===== src/rtl/sseg_disp_mux.sv =====
// sseg_disp_mux
//   Time-multiplexed driver for a 4-digit common-anode seven-segment display.
//   A free-running refresh counter splits the scan period into four equal
//   digit slots. The first BLANK_CYCLES clocks of every slot keep all anodes
//   off so the previous digit's pattern cannot ghost onto the next digit.
//   All outputs are registered (one clock behind the counter value that
//   produced them).
//
// Parameters
//   N_BITS        refresh counter width; scan = 2^N_BITS clocks,
//                 slot = 2^(N_BITS-2) clocks (minimum 4)
//   BLANK_CYCLES  all-off clocks at the start of each slot
//                 (0 .. 2^(N_BITS-2)-1, 0 disables blanking)
//
// Ports
//   i_clk         system clock
//   i_reset       synchronous, active-high reset
//   i_in0..i_in3  active-low segment patterns, digit 0 (rightmost) .. 3
//   i_en          per-digit enable, bit k enables digit k
//   o_an_n        active-low anode drives, bit k = digit k
//   o_sseg_n      active-low segment bus (pattern passed through unchanged)
//   o_digit       index of the digit whose slot is being output
//   o_frame_tick  one-clock pulse once per full scan
module sseg_disp_mux #(
  parameter int unsigned N_BITS       = 18,
  parameter int unsigned BLANK_CYCLES = 64
) (
  input  logic       i_clk,
  input  logic       i_reset,
  input  logic [7:0] i_in0,
  input  logic [7:0] i_in1,
  input  logic [7:0] i_in2,
  input  logic [7:0] i_in3,
  input  logic [3:0] i_en,
  output logic [3:0] o_an_n,
  output logic [7:0] o_sseg_n,
  output logic [1:0] o_digit,
  output logic       o_frame_tick
);

  localparam int unsigned POS_W = N_BITS - 2;

  logic [N_BITS-1:0] r_cnt;
  logic [1:0]        sel;
  logic [POS_W-1:0]  pos;
  logic              blank;
  logic [7:0]        sel_pat;
  logic              sel_en;
  logic [3:0]        an_next;
  logic [7:0]        sseg_next;

  // Top two counter bits pick the digit, the rest is the position in the slot.
  assign sel = r_cnt[N_BITS-1:N_BITS-2];
  assign pos = r_cnt[POS_W-1:0];

  // With no blanking the comparison would be constant-false; tie it off
  // explicitly instead of comparing against zero.
  generate
    if (BLANK_CYCLES == 0) begin : g_no_blank
      assign blank = 1'b0;
    end else begin : g_blank
      localparam logic [POS_W-1:0] BLANK_LIM = POS_W'(BLANK_CYCLES);
      assign blank = (pos < BLANK_LIM);
    end
  endgenerate

  always_comb begin
    sel_pat = i_in0;
    case (sel)
      2'd0: sel_pat = i_in0;
      2'd1: sel_pat = i_in1;
      2'd2: sel_pat = i_in2;
      2'd3: sel_pat = i_in3;
    endcase
  end

  assign sel_en = i_en[sel];

  // Disabled digits still occupy their slot, just dark.
  always_comb begin
    an_next   = '1;
    sseg_next = '1;
    if (!blank && sel_en) begin
      an_next   = ~(4'b0001 << sel);
      sseg_next = sel_pat;
    end
  end

  always_ff @(posedge i_clk) begin
    if (i_reset) begin
      r_cnt        <= '0;
      o_an_n       <= '1;
      o_sseg_n     <= '1;
      o_digit      <= '0;
      o_frame_tick <= 1'b0;
    end else begin
      r_cnt        <= r_cnt + 1'b1;
      o_an_n       <= an_next;
      o_sseg_n     <= sseg_next;
      o_digit      <= sel;
      o_frame_tick <= (r_cnt == '1);
    end
  end

endmodule


===== config.mk =====
export PLATFORM = sky130hd
export DESIGN_NAME = sseg_disp_mux
export DESIGN_NICKNAME = d
export VERILOG_FILES = /design/src/rtl/sseg_disp_mux.sv
export SDC_FILE = /design/constraint.sdc
export NUM_CORES = 1
export LEC_CHECK = 0
export CAP_MARGIN = 10
export CORE_MARGIN = 3
export CORE_UTILIZATION = 45
export CTS_BUF_LIST = sky130_fd_sc_hd__clkbuf_4 sky130_fd_sc_hd__clkbuf_8
export DETAILED_ROUTE_END_ITERATION = 10
export PLACE_DENSITY = 0.88
export SYNTH_ARGS = -nofsm -noshare
export SYNTH_HDL_FRONTEND = slang
export SYNTH_SLANG_ARGS = --single-unit
export TNS_END_PERCENT = 5

===== constraint.sdc =====
create_clock -name i_clk -period 2.9 [get_ports i_clk]
set_input_delay 0.58 -clock i_clk [delete_from_list [all_inputs] [get_ports i_clk]]
set_output_delay 0.58 -clock i_clk [all_outputs]
set_load 0.05 [all_outputs]

**Word level (Yosys, flattened, before mapping)**

Index checks and enable logic that the tools add are counted.

- $lt $le $gt $ge: 2
- Multiplexer cells: 3
- Reductions and logical operators: 4
- Equal/unequal tests: 4
- Shifts and indexed selects: 1
- Bitwise logic cells: 2
- Add/subtract/negate cells: 1

Operator list:

| kind | number |
|---|---|
| one-hot mux 8 bit (4 select lines) | 1 |
| adder 18 x 1 -> 18 bit, second input constant | 1 |
| == test 18 bit, second input constant | 1 |
| less-than comparator 16 x 7 -> 1 bit, second input constant | 1 |
| == test 2 bit, second input constant | 2 |
| inverter 4 bit | 1 |
| << shifter 1 x 2 -> 4 bit, first input constant | 1 |
| less-than comparator 2 x 3 -> 1 bit, second input constant | 1 |
| binary-select mux 1 bit (select 2 bit) | 1 |
| == test 2 x 1 -> 1 bit, second input constant | 1 |
| logical NOT 2 bit | 1 |
| OR reduction 2 bit | 1 |
| logical AND 1 bit | 1 |
| logical NOT 1 bit | 1 |
| two-way mux 1 bit | 1 |
| inverter 1 bit | 1 |

- Register bits: 33
- Bits of input ports: 38
- Output and inout bits: 15

**Depth between registers and ports, before layout**

- Depth in word-level cells: 5
- Gate-level depth with buffers: 5
- Gate-level depth less buffers: 4

**Least setup slack after synthesis**

No wires, ideal clock.

- Path type: register to register
- Start: register r_cnt[16]
- End: register o_sseg_n[2]
- Clock period less this slack: 1.513 ns
- Setup time: 0.120 ns
- Setup slack: 1.387 ns
- Cell stages (with the launch flop): 5
- Buffers on the path: 2
- Arrival: 1.393 ns
- Required time: 2.780 ns
- Path through: dfxtp_1 > buf_2 > buf_2 > mux4_2 > or2_1

- Cells in the longest elaborated chain, start to end: 5

RTL lines:

| item | line | text |
|---|---|---|
| start, declared | 43 | `logic [N_BITS-1:0] r_cnt;` |
| start signal, assigned | 97 | `r_cnt <= r_cnt + 1'b1;` |
| binary-select mux 1 bit (select 2 bit) | 77 | `assign sel_en = i_en[sel];` |
| two-way mux 1 bit (implied by the code) | 77 |  |
| logical AND 1 bit | 83 | `if (!blank && sel_en) begin` |
| inverter 1 bit (no line) | -- |  |
| OR reduction 2 bit (no line) | -- |  |
| end signal, assigned | 99 | `o_sseg_n <= sseg_next;` |
| end, declared | 36 | `output logic [7:0] o_sseg_n,` |

Several ways; a longest one is shown, not always the timed one. The select of a mux whose other input is x is not followed.
A chain may end at the register's enable or synchronous reset.

**Worst setup path in the final report**

- Start: register o_frame_tick
- End: output o_frame_tick

RTL lines:

| item | line | text |
|---|---|---|
| start, declared | 38 | `output logic o_frame_tick` |
| start signal, assigned | 101 | `o_frame_tick <= (r_cnt == '1);` |

No word-level cell between the ends.

==> summary.md <==
| Metric | Value |
|---|---|
| Die Y | `62.74 um` |
| YS warnings | `0` |
| Post-DR wirelength/cell | `15.71 um` |
| Synth Flop Type | `dfxtp_1` |
| Ports | `53` |
| Hold Crit Class | `reg2reg` |
| Post-cts sizing count | `0` |
| Critical Path RT | `2.32 ns` |
| Post-synthesis instance total | `136` |
| Dpl hpwl | `2804 um` |
| Mapped Area | `0.001449 sq mm` |
| Power Density | `390.5 mW/mm^2` |
| Synth Area in Simple Gates | `24.44%` |
| Root buffer cell | `clkbuf_4` |
| Critical path type | `reg2out` |
| Synth Area in Adders | `0.8636%` |
| Gpl congestion | `0.8703` |
| Clock net sink count | `33` |
| Top cells by area, synth | `dfxtp_1 (46%), mux4_2 (14%), xor2_1 (4.8%), nor2_1 (3.9%), or2_1 (3.5%)` |
| CTS clk-pin slew, worst paths | `0.09 ns` |
| Grt ovf | `0` |
| Tmin final | `2.081 ns` |
| Hold_buf cts | `0` |
| CP Capture Type | `output pin` |
| Largest family of logic cells by synthesized area | `simple AND/OR/NAND/NOR gates` |
| Hold WS | `0.4636 ns` |
| CTS tree | `built` |
| Setup WS pre-CTS | `0.9046 ns` |
| # Post-CTS Setup Buffers | `0` |
| Crit path DAT | `1.50 ns` |
| Number of port buffers | `52` |
| Share of layout cells above drive strength 1 | `12.77%` |
| Cell taking the most area after synthesis | `dfxtp_1` |
| Outcome | `finished clean` |
| Placed instance area | `0.001993 sq mm` |
| CP max stage cell | `clkdlybuf4s50_1` |
| Drc violations | `0` |
| Vias per cell | `5.309` |
| Synth Area in XOR/XNOR | `6.649%` |
| Buffers & Inverters on Critical Path | `1` |
| Final Setup Violations | `0` |
| Pin count of the biggest net entering global routing | `21` |
| Setup ws final | `0.8186 ns` |
| Final Instance Area | `0.002052 sq mm` |
| Initial antenna violation count | `0` |
| Fin util | `70.75%` |
| H-tree levels | `2` |
| Fin nets | `227` |
| Starting Density | `49.96%` |
| Max-slew violations | `0` |
| Max-Cap Viols | `0` |
| Worst slew margin | `51.94%` |
| Clk_skew | `0.006120 ns` |
| Setup TNS | `0 ns` |
| Mux contribution to synthesized area | `15.54%` |
| Fmax | `0.4804 GHz` |
| Final period util | `71.77%` |
| Clock Latency Late Sink | `0.33 ns` |
| Core area | `0.002900 sq mm` |
| Synth-to-Final Area Change | `41.62%` |
| Routed wire length | `3613 um` |
| Row cnt | `19` |
| CTS buffer count | `5` |
| Synth top cells by count | `dfxtp_1 (33), nor2_1 (15), mux4_2 (9), or2_1 (8), xor2_1 (8)` |
| Leak | `0.7162 nW` |
| Worst-case clock buffer depth | `2` |
| Critical path's top delay family | `buffers and inverters` |
| Top-count cell post-synth | `dfxtp_1` |
| TritonRoute pass-1 iters | `4` |
| Worst-margin pin slew | `0.7200 ns` |
| Routed Antenna Nets | `0` |
| Ys async rst share | `0%` |
| CP Cell Sequence | `clkdlybuf4s50_1` |
| Die X-Extent | `62.74 um` |
| CP max stage delay | `0.84 ns` |
| Gr usage total | `20.08%` |
| Final hold violation count | `0` |
| CP max FO | `1` |
| First-pass GRT wire length | `6216 um` |
| Synthesized Nets | `175` |
| Mean post-synth cell area | `10.65 sq um` |
| Antenna Cells | `0` |
| Seq cells post-synth | `33` |
| Starting DRT DRC Count | `39` |
| Vias | `1221` |
| Worst vdd rail ir drop | `351.5 uV` |
| Synth Area in Compound Gates | `3.886%` |
| Startpoint type of the worst setup path | `flip-flop` |
| Synth top area share | `45.60%` |
| Synth unique cells | `32` |
| Number of flops mapped to enable cells by yosys | `0` |
| Vias in the first global route | `1255` |
| Seq/Total Area, Yosys | `45.60%` |
| RSZ-0062 raised after global routing | `false` |
| Die Area | `0.003936 sq mm` |
[cell usage in the layout, fill, tap and decap left out, drive strengths merged]
cell type	n
clkdlybuf4s50	52
dfxtp	33
nor2	15
mux4	9
or2	9
xor2	8
nand3	8
clkbuf	7
nand2	6
or3	6
nand4	5
xnor2	3
nor2b	3
nor3	3
o21ai	3
a21oi	3
inv	2
and4	2
mux2	2
or4	2
o311ai	1
nand4b	1
and2	1
nor4b	1
and3	1
ha	1
buf	1
[final cells by class]
cell class | count | area, sq um
flip-flops and latches | 33 | 660.6
clock buffers | 7 | 58.81
repair buffers | 53 | 528.0
inverters | 2 | 7.507
fillers | 226 | 848.3
well taps | 42 | 52.55
multi-input cells | 93 | 744.5
[path summary, 6_finish.rpt]
path	endpoint	cells after the start	slack [ns]	start
setup / recovery	o_frame_tick	1	0.82	o_frame_tick$_SDFF_PP0_
hold / removal	r_cnt[0]$_SDFF_PP0_	1	0.46	r_cnt[0]$_SDFF_PP0_
setup reg to reg	o_an_n[0]$_SDFF_PP1_	3	1.06	r_cnt[16]$_SDFF_PP0_
hold reg to reg	r_cnt[0]$_SDFF_PP0_	1	0.46	r_cnt[0]$_SDFF_PP0_
[report_power, final]
part | switching (W) | internal [W]
Combinational | 0.0000203 | 0.0000566
Clock | 0.000141 | 0.000124
Sequential | 0.00000350 | 0.000456
[routing by layer]
layer	global-route usage (%)	wire length, um
met4	7.438	63
met1	23.70	1580
met2	32.22	1604
met5	0	0
met3	8.813	365
[registers in the layout, indices dropped and copies added (netlist names)]
register and cells:
o_frame_tick 1, o_digit 2, o_an_n 4, o_sseg_n 8, r_cnt 18
[cell families (layout without fill, tap and decap cells)]
family                   Yosys count  count (layout)
XOR/XNOR                          11              11
flip-flops                        33              33
adder cells (fa/ha/maj)            1               1
AO/OA/AOI/OAI                      7               7
multiplexers                      11              11
AND/OR/NAND/NOR                   63              63
buffers and inverters             10              62
[per-stage QoR]
step / instances / power (W)
after detailed placement: 223 / 0.0005468
after CTS: 230 / 0.0008052
final: 230 / 0.0008013
after global routing: 230 / 0.0008328
after floorplan: 136 / 0.0004912
after global placement: 223 / 0.0005439
[worst register-to-register path: stages (launching register included)]
cell and delay (ns):
dfxtp_1 0.80, mux4_2 0.43, o311ai_4 0.17, or3_1 0.33
(Power assumes the default switching activity.)
